===== src/rtl/ysyx_25040105_pkg.sv =====
// ---- ysyx_25040105_pkg : shared types and constants for the exec sequencer (rev 1.0) ----
`default_nettype none

package ysyx_25040105_pkg;

  typedef enum logic [2:0] {
    ST_IDLE   = 3'd0,
    ST_FETCH  = 3'd1,
    ST_WAIT   = 3'd2,
    ST_EXEC   = 3'd3,
    ST_COMMIT = 3'd4,
    ST_HALT   = 3'd5
  } state_e;

  localparam logic [1:0] HALT_NONE    = 2'd0;
  localparam logic [1:0] HALT_GOOD    = 2'd1;
  localparam logic [1:0] HALT_BAD     = 2'd2;
  localparam logic [1:0] HALT_TIMEOUT = 2'd3;

  localparam logic [31:0] INST_EBREAK = 32'h0010_0073;
  localparam logic [31:0] INST_NOP    = 32'h0000_0013;

endpackage

`default_nettype wire


===== src/rtl/ysyx_25040105_perf_cnt.sv =====
// ---- ysyx_25040105_perf_cnt : 64-bit cycle and retired-instruction counters (rev 1.0) ----
`default_nettype none

module ysyx_25040105_perf_cnt (
  input  logic        clk_i,
  input  logic        rst_ni,
  input  logic        inc_cycle_i,
  input  logic        inc_inst_i,
  input  logic        freeze_i,
  output logic [63:0] cycle_cnt_o,
  output logic [63:0] instret_o
);

  logic [63:0] cycle_q;
  logic [63:0] instret_q;

  always_ff @(posedge clk_i or negedge rst_ni) begin
    if (!rst_ni) begin
      cycle_q   <= 64'd0;
      instret_q <= 64'd0;
    end else if (!freeze_i) begin
      if (inc_cycle_i) cycle_q   <= cycle_q + 64'd1;
      if (inc_inst_i)  instret_q <= instret_q + 64'd1;
    end
  end

  assign cycle_cnt_o = cycle_q;
  assign instret_o   = instret_q;

endmodule

`default_nettype wire


===== src/rtl/ysyx_25040105_exec_ctrl.sv =====
// ---- ysyx_25040105_exec_ctrl : FETCH/WAIT/EXEC/COMMIT sequencer with ebreak halt (rev 1.0) ----
`default_nettype none

module ysyx_25040105_exec_ctrl
  import ysyx_25040105_pkg::*;
#(
  parameter int unsigned TIMEOUT = 1024
) (
  input  logic        clk_i,
  input  logic        rst_ni,
  input  logic        run_i,
  input  logic [31:0] pc_i,
  output logic        imem_req_valid_o,
  output logic [31:0] imem_req_addr_o,
  input  logic        imem_req_ready_i,
  input  logic        imem_rsp_valid_i,
  input  logic [31:0] imem_rsp_data_i,
  output logic        imem_rsp_ready_o,
  output logic [31:0] inst_o,
  input  logic        dec_reg_wen_i,
  input  logic [31:0] a0_i,
  output logic        pc_wen_o,
  output logic        rf_wen_o,
  output logic        halted_o,
  output logic [1:0]  halt_code_o,
  output logic [63:0] cycle_cnt_o,
  output logic [63:0] instret_o
);

  localparam int unsigned      WCW       = (TIMEOUT > 1) ? $clog2(TIMEOUT) : 1;
  localparam bit               TO_EN     = (TIMEOUT != 0);
  localparam logic [WCW-1:0]   WAIT_LAST = WCW'(TIMEOUT - 1);

  state_e         state_q;
  logic           req_valid_q;
  logic           rsp_ready_q;
  logic           pc_wen_q;
  logic           halted_q;
  logic [1:0]     halt_code_q;
  logic [31:0]    inst_q;
  logic [WCW-1:0] wait_cnt_q;
  logic           is_ebreak;

  assign is_ebreak = (inst_q == INST_EBREAK);

  // Strobe registers are loaded with the value belonging to the state being entered,
  // so every strobe is a clean flop output aligned with its state.
  always_ff @(posedge clk_i or negedge rst_ni) begin
    if (!rst_ni) begin
      state_q     <= ST_IDLE;
      req_valid_q <= 1'b0;
      rsp_ready_q <= 1'b0;
      pc_wen_q    <= 1'b0;
      halted_q    <= 1'b0;
      halt_code_q <= HALT_NONE;
      inst_q      <= INST_NOP;
      wait_cnt_q  <= '0;
    end else begin
      req_valid_q <= 1'b0;
      rsp_ready_q <= 1'b0;
      pc_wen_q    <= 1'b0;
      case (state_q)
        ST_IDLE: begin
          if (run_i) begin
            state_q     <= ST_FETCH;
            req_valid_q <= 1'b1;
          end
        end
        ST_FETCH: begin
          if (imem_req_ready_i) begin
            state_q     <= ST_WAIT;
            rsp_ready_q <= 1'b1;
            wait_cnt_q  <= '0;
          end else begin
            req_valid_q <= 1'b1;
          end
        end
        ST_WAIT: begin
          // A response arriving on the last allowed cycle still wins over the timeout.
          if (imem_rsp_valid_i) begin
            inst_q  <= imem_rsp_data_i;
            state_q <= ST_EXEC;
          end else if (TO_EN && (wait_cnt_q == WAIT_LAST)) begin
            state_q     <= ST_HALT;
            halted_q    <= 1'b1;
            halt_code_q <= HALT_TIMEOUT;
          end else begin
            wait_cnt_q  <= wait_cnt_q + WCW'(1);
            rsp_ready_q <= 1'b1;
          end
        end
        ST_EXEC: begin
          state_q  <= ST_COMMIT;
          pc_wen_q <= !is_ebreak;
        end
        ST_COMMIT: begin
          if (is_ebreak) begin
            state_q     <= ST_HALT;
            halted_q    <= 1'b1;
            halt_code_q <= (a0_i == 32'd0) ? HALT_GOOD : HALT_BAD;
          end else if (run_i) begin
            state_q     <= ST_FETCH;
            req_valid_q <= 1'b1;
          end else begin
            state_q <= ST_IDLE;
          end
        end
        ST_HALT: begin
          state_q <= ST_HALT;
        end
        default: begin
          state_q <= ST_IDLE;
        end
      endcase
    end
  end

  assign imem_req_valid_o = req_valid_q;
  assign imem_req_addr_o  = pc_i;
  assign imem_rsp_ready_o = rsp_ready_q;
  assign inst_o           = inst_q;
  assign pc_wen_o         = pc_wen_q;
  assign rf_wen_o         = pc_wen_q & dec_reg_wen_i;
  assign halted_o         = halted_q;
  assign halt_code_o      = halt_code_q;

  ysyx_25040105_perf_cnt u_perf_cnt (
    .clk_i       (clk_i),
    .rst_ni      (rst_ni),
    .inc_cycle_i (state_q != ST_HALT),
    .inc_inst_i  (state_q == ST_COMMIT),
    .freeze_i    (halted_q),
    .cycle_cnt_o (cycle_cnt_o),
    .instret_o   (instret_o)
  );

endmodule

`default_nettype wire


===== config.mk =====
export PLATFORM = sky130hd
export DESIGN_NAME = ysyx_25040105_exec_ctrl
export DESIGN_NICKNAME = d
export VERILOG_FILES = /design/src/rtl/ysyx_25040105_pkg.sv /design/src/rtl/ysyx_25040105_perf_cnt.sv /design/src/rtl/ysyx_25040105_exec_ctrl.sv
export SDC_FILE = /design/constraint.sdc
export NUM_CORES = 1
export LEC_CHECK = 0
export BUFFER_PORTS_ARGS = -buffer_cell sky130_fd_sc_hd__clkbuf_2
export CAP_MARGIN = 15
export CORE_MARGIN = 3
export CORE_UTILIZATION = 52
export CTS_BUF_LIST = sky130_fd_sc_hd__clkbuf_4
export DETAILED_ROUTE_END_ITERATION = 16
export GPL_TIMING_DRIVEN = 0
export PLACE_DENSITY = 0.82
export SKIP_LAST_GASP = 1
export SYNTH_ARGS = -nofsm -noshare
export SYNTH_HDL_FRONTEND = slang
export SYNTH_HIERARCHICAL = 1
export SYNTH_SLANG_ARGS = --single-unit
export TNS_END_PERCENT = 5

===== constraint.sdc =====
create_clock -name clk_i -period 2.73 [get_ports clk_i]
set_clock_uncertainty 0.15 [all_clocks]
set_input_delay 0.273 -clock clk_i [delete_from_list [all_inputs] [get_ports clk_i]]
set_output_delay 0.273 -clock clk_i [all_outputs]
set_load 0.02 [all_outputs]

==> results of run 1 <==
-- through the flow --
stage	std cells	setup WS (ps)	setup TNS, ps	instance area [µm²]
finish	1367	-2.46	-2.46	11400
global route	1367	-132	-750	11400
CTS	1356	-204	-1660	11300
detailed placement	1282	-275	-4110	10600
global placement	1281	-2010	-356710	10500
floorplan	793	198	0	8910
-- worst min-delay path, delay by kind of cell --
family                 cells  cell delay, ps
AO/OA/AOI/OAI              2             240
buffers and inverters      1              80
AND/OR/NAND/NOR            2             160
-- cell usage in the layout (no fill, tap or decap), drive strengths merged, types with 24 or more instances in the layout --
master	synthesis	final
nand4	53	53
xor2	65	65
inv	24	24
xnor2	61	61
nor4	41	41
nand2	53	53
nor2	43	43
mux2	33	33
nand3	47	47
nor3	34	34
clkbuf	5	292
buf	43	55
dlygate4sd3	0	40
dfrtp	176	176
-- synthesized netlist by cell type, drive strengths merged (3+ instances only) --
library cell  instances
inv                  24
ha                    3
nor3                 34
clkbuf                5
and3                 18
nand4                53
dfrtp               176
nand2b                8
nor2b                 3
a21oi                 7
buf                  43
nor3b                 3
nor2                 43
and4                  9
nand2                53
a211oi                5
nor4bb                3
nand3b                3
o31ai                 5
xor2                 65
and2                  8
nand4b                3
xnor2                61
mux2                 33
nor4                 41
dfstp                 3
nor4b                 3
or3                   3
o21ai                 5
nand3                47
or4                   3
-- cells by family after synthesis --
group / count (synthesis)
AO/OA/AOI/OAI: 37
AND/OR/NAND/NOR: 342
multiplexers: 34
XOR/XNOR: 126
adder cells (fa/ha/maj): 3
flip-flops: 179
buffers and inverters: 72
-- per-layer routing --
metal	share of wire, %	global-route usage [%]	vias up
met5	0	0	-
met4	2.3	9.04	0
met3	5.6	5.55	43
met2	51	40.7	221
met1	41	31.0	3635
li1	-	-	3502
-- state kept, by name (all words and copies together) (netlist names) --
register	cells
u_perf_cnt/instret_o	64
inst_o	32
halted_o	1
u_perf_cnt/cycle_cnt_o	64
halt_code_o	2
wait_cnt_q	10
pc_wen_o	1
imem_rsp_ready_o	1
imem_req_valid_o	1
state_q	3
-- path summary, 6_finish.rpt --
kind                                               to  slack [ps]  cells past startpoint
hold / removal                         halt_code_o[0]          70                      5
setup reg to reg             u_perf_cnt/instret_o[27]          -2                      8
setup / recovery             u_perf_cnt/instret_o[27]          -2                      8
min in group asynchronous  u_perf_cnt/cycle_cnt_o[24]         120                      2
hold reg to reg              u_perf_cnt/instret_o[63]         330                      1
max in group asynchronous    u_perf_cnt/instret_o[10]        1390                      3
-- area by class of cell --
cell class	instances	area (µm²)	share of cell area, %
clock inverters	13	160	1.41
multi-input cells	542	4030	35.4
flip-flops and latches	179	4480	39.4
clock buffers	19	143	1.25
well taps	220	275	2.42
plain buffers	48	328	2.88
inverters	24	93.8	0.825
diodes	2	5.00	0.0440
repair buffers	320	1860	16.3
-- repair_timing --
action | in CTS | in global routing
endpoints found under the hold margin | 117 | 0
pin swaps | 2 | 5
hold buffers | 40 | 0
buffers inserted | 2 | 9
setup endpoints to repair | 41 | 69
gates resized for setup | 2 | 6
-- power groups by stage --
stage	sequential, µW	clock [µW]	combinational (µW)
2_1_floorplan	3580	0	648
3_3_place_gp	3270	0	1510
3_5_place_dp	3290	0	1540
4_1_cts	3240	1610	1610
5_1_grt	3300	1720	1780
6_report	3260	1560	1660
==> out/metrics.yaml, run 1 <==
status: "finished, violations left"
violations: "setup timing"
crit_start: "state_q[1]"
cp-start-kind: "register"
die-area_mm2: 0.0187
dieWidth_um: 137
cts_made_buffers: 17
wl_per_cell_um: 16.9
critPathKind: "reg2reg"
worstMarginPinSlew_ps: 651
grt_pass1_vias: 7092
critPathArrivalTime_ps: 3030
drtIter0Drc: 265
drive_above_1_share_pct: 38.7
ys_ff_latch: 179
crit_buf_inv: 1
num_vias: 7401
ys_warn_count: 6
drv_slew: 0
cp_cell_sequence: "or2b_1 -> or2_2 -> clkinvlp_4 -> nand2b_4 -> or4_4 -> nor4_4 -> nand3_1 -> xnor2_1"
netlist_instances: 793
io_buffers: 268
grt_max_degree: 101
synthXorXnorAreaFrac_pct: 12.4
grt_pass1_wl_mm: 36.3
ys_types: 61
cts_tree: "yes"
overflow: 0
clk_latency_ps: 560
period_needed_ps: 2730
setup_violations: 1
viasPerCell: 5.41
cts_buffer_depth: 2
slowest_stage: "or4_4"
clock_tree.root_cell: "clkbuf_4"
power.leakage_uw: 0.00583
slew_headroom_pct: 56.6
cpPeakStageDelay_ps: 580
clkSinkCount: 179
antenna_left: 0
io_pins: 301
post-route-drc-count: 0
yosys.area_share.simple_pct: 24.8
cp_max_fo: 6
dp_hpwl_mm: 16.5
total_power_uw: 6490
syn_area_mm2: 0.00891
hold_path.class: "in2reg"
hold_violations: 0
grt_util_all_layers_pct: 24.3
p_sw_uw: 2130
p_seq_share_pct: 50.3
grt_antenna_before_repair: 2
p_per_area_mw_per_mm2: 570
synthFlopType: "dfrtp_1"
period_share_pct: 100
sw_frac_of_total_pct: 32.8
holdWs_ps: 65.1
htree_levels: 4
clkSlewWorstSetupHoldPaths_ps: 150
final_core_util_pct: 68.1
intPower_uw: 4360
pwr-share-comb_pct: 25.6
start_util_pct: 53.3
synthAdderAreaFrac_pct: 0.421
cp_top_family: "simple AND/OR/NAND/NOR gates"
synth_nets: 898
drt_pre_antenna_iters: 5
synthArstFlopShare_pct: 100
ys_seq_area_share_pct: 50.3
muxShareOfSynthArea_pct: 4.28
rr_startpoint: "state_q[1]"
area_growth_pct: 27.8
syn_avg_cell_area_um2: 11.2
required_ps: 3030
layout.nets: 1237
num_rows: 47
core_mm2: 0.0167
cap_violations: 0
die_height_um: 137
nFillCells: 1288
ir_worst_vdd_uv: 685
fmax_mhz: 366
cp-end-kind: "register"
synth_compound_area_share_pct: 3.10
gp_congestion: 0.866
synth-edff-count: 0
synth_top_family_by_area: "simple AND/OR/NAND/NOR gates"
drt-total-wl_mm: 23.0
p_clk_share_pct: 24.1
worst_slack_ps: -2.46
netlist.top_cell.by_area: "dfrtp_1"
grt_setup_unrepaired: "true"
ys_top_cells_by_area: "dfrtp_1 (49%), xor2_1 (6.4%), xnor2_1 (6.0%)"
synth_top_area_share_pct: 49.5
hold_start: "a0_i[22]"
Power figures use the tool's default switching activity.
==> run 2, diff against run 1 <==
GPL_TIMING_DRIVEN = 1   (was 0)
==> out/metrics.yaml, run 2 (same netlist as run 1, synthesis figures left out) <==
wl_per_cell_um: 17.2  # was 16.9 µm
start_util_pct: 53.3  # unchanged
antenna_left: 0  # unchanged
cts_made_buffers: 17  # unchanged
power.leakage_uw: 0.00545  # was 0.00583 µW
status: "finished, violations left"  # unchanged
overflow: 0  # unchanged
dieWidth_um: 137  # unchanged
clkSlewWorstSetupHoldPaths_ps: 130  # was 150 ps
cpPeakStageDelay_ps: 450  # was 580 ps
cp_cell_sequence: "or2b_1 -> or2_2 -> inv_1 -> nand4b_1 -> nor4_1 -> nand4_1 -> nor3_1 -> xor2_1"  # was or2b_1 -> or2_2 -> clkinvlp_4 -> nand2b_4 -> or4_4 -> nor4_4 -> nand3_1 -> xnor2_1
io_pins: 301  # unchanged
post-route-drc-count: 0  # unchanged
drive_above_1_share_pct: 34.0  # was 38.7%
crit_start: "state_q[1]"  # unchanged
gp_congestion: 0.861  # was 0.866
p_per_area_mw_per_mm2: 568  # was 570 mW/mm²
cap_violations: 0  # unchanged
whs_path_depth: 5  # unchanged
drt-total-wl_mm: 22.1  # was 23.0 mm
fmax_mhz: 360  # was 366 MHz
worstMarginPinSlew_ps: 580  # was 651 ps
critPathKind: "reg2reg"  # unchanged
cp-start-kind: "register"  # unchanged
dp_hpwl_mm: 16.2  # was 16.5 mm
slowest_stage: "nor4_1"  # was or4_4
drt_pre_antenna_iters: 5  # unchanged
rr_startpoint: "state_q[1]"  # unchanged
stdcell_area_mm2: 0.0108  # was 0.0114 mm²
hold_path.class: "in2reg"  # unchanged
total_power_uw: 6140  # was 6490 µW
clkSinkCount: 179  # unchanged
pre_cts_ws_ps: -17.3  # was -275 ps
area_growth_pct: 21.4  # was 27.8%
clock_tree.root_cell: "clkbuf_4"  # unchanged
setup_violations: 4  # was 1
die_height_um: 137  # unchanged
hold_start: "a0_i[8]"  # was a0_i[22]
core_mm2: 0.0167  # unchanged
cts_tree: "yes"  # unchanged
critPathArrivalTime_ps: 3100  # was 3030 ps
grt_setup_unrepaired: "true"  # unchanged
most-common-layout-cells: "clkbuf_2 (235), dfrtp_1 (176), xor2_1 (65)"  # was clkbuf_2 (268), dfrtp_1 (176), xor2_1 (65)
io_buffers: 236  # was 268
cp_max_fo: 5  # was 6
cts_buffer_depth: 2  # unchanged
period_share_pct: 102  # was 100%
period_needed_ps: 2780  # was 2730 ps
cp-end-kind: "register"  # unchanged
min_to: "halt_code_o[0]"  # unchanged
required_ps: 3060  # was 3030 ps
reg2reg_depth: 8  # unchanged
layout.nets: 1155  # was 1237
drtIter0Drc: 377  # was 265
violations: "setup timing"  # unchanged
grt_antenna_before_repair: 1  # was 2
die-area_mm2: 0.0187  # unchanged
hold_violations: 0  # unchanged
r2r-end: "u_perf_cnt/instret_o[40]"  # was u_perf_cnt/instret_o[27]
grt_max_degree: 63  # was 101
slew_headroom_pct: 61.3  # was 56.6%
drv_slew: 0  # unchanged
ir_worst_vdd_uv: 560  # was 685 µV
nFillCells: 1306  # was 1288
dpl-instance-area_mm2: 0.0102  # was 0.0106 mm²
num_vias: 7055  # was 7401
worst_slack_ps: -45.4  # was -2.46 ps
grt_util_all_layers_pct: 23.5  # was 24.3%
clk_latency_ps: 560  # about the same
grt_pass1_vias: 6870  # was 7092
num_rows: 47  # unchanged
htree_levels: 4  # unchanged
viasPerCell: 5.49  # was 5.41
r2r_slack_ps: -50  # was -2 ps
grt_pass1_wl_mm: 34.9  # was 36.3 mm
layout_commonest_cell: "clkbuf_2"  # unchanged
run 2: worst max-delay path by stage:
stage	end	slack [ps]	depth (start not counted)
3_5_place_dp	u_perf_cnt/instret_o[46]	-20	8
5_1_grt	u_perf_cnt/instret_o[46]	-120	9
4_1_cts	u_perf_cnt/instret_o[45]	20	8
3_3_place_gp	u_perf_cnt/instret_o[45]	120	8
2_1_floorplan	u_perf_cnt/instret_o[50]	200	9
6_report	u_perf_cnt/instret_o[40]	-50	8
run 2: worst max-delay path, delay by kind of cell (launching register included):
| kind | cells | cell delay [ps] |
|---|---|---|
| xor gates and xnor gates | 1 | 180 |
| and+or+nand+nor | 6 | 1860 |
| DFF | 1 | 400 |
| buffers and inverters | 1 | 110 |
run 2: cell type report:
cell class	instances	area, µm²	area share [%]
multi-input cells	542	4030	37.3
clock inverters	11	88.8	0.822
repair buffers	286	1680	15.6
inverters	24	90.1	0.834
diodes	1	2.50	0.0232
flip-flops and latches	179	4480	41.5
well taps	220	275	2.55
clock buffers	21	158	1.46
run 2: per-stage QoR:
| stage | instances | utilization [%] | TNS (ps) | hold slack (ps) |
|---|---|---|---|---|
| floorplan | 793 | - | 0 | -173 |
| finish | 1284 | 64.7 | -108 | 35.5 |
| global placement | 1211 | 60.8 | 0 | 133 |
| global route | 1284 | 64.7 | -830 | 13.9 |
| detailed placement | 1211 | 60.8 | -17.3 | 135 |
| CTS | 1282 | 64.6 | 0 | 0.648 |
run 2: repair_timing:
item / 4_1_cts / 5_1_grt
pin swaps: 1 / 1
buffers inserted: 1 / 1
gates resized for setup: 0 / 1
hold buffers: 38 / 0
endpoints found under the setup margin: 1 / 23
hold endpoints to repair: 216 / 0
run 2: where the power goes:
group,internal [µW],switching (µW)
Clock,482,872
Combinational,672,873
Sequential,2970,272
run 2: layer usage:
metal | part of all wire (%) | vias up | GRT usage, % | routed length, µm
met5 | 0 | - | 0 | 0
met4 | 1.8 | 0 | 8.20 | 400
met3 | 5.6 | 32 | 5.96 | 1230
met2 | 51 | 200 | 39.0 | 11200
met1 | 42 | 3490 | 30.2 | 9320
li1 | - | 3333 | - | -
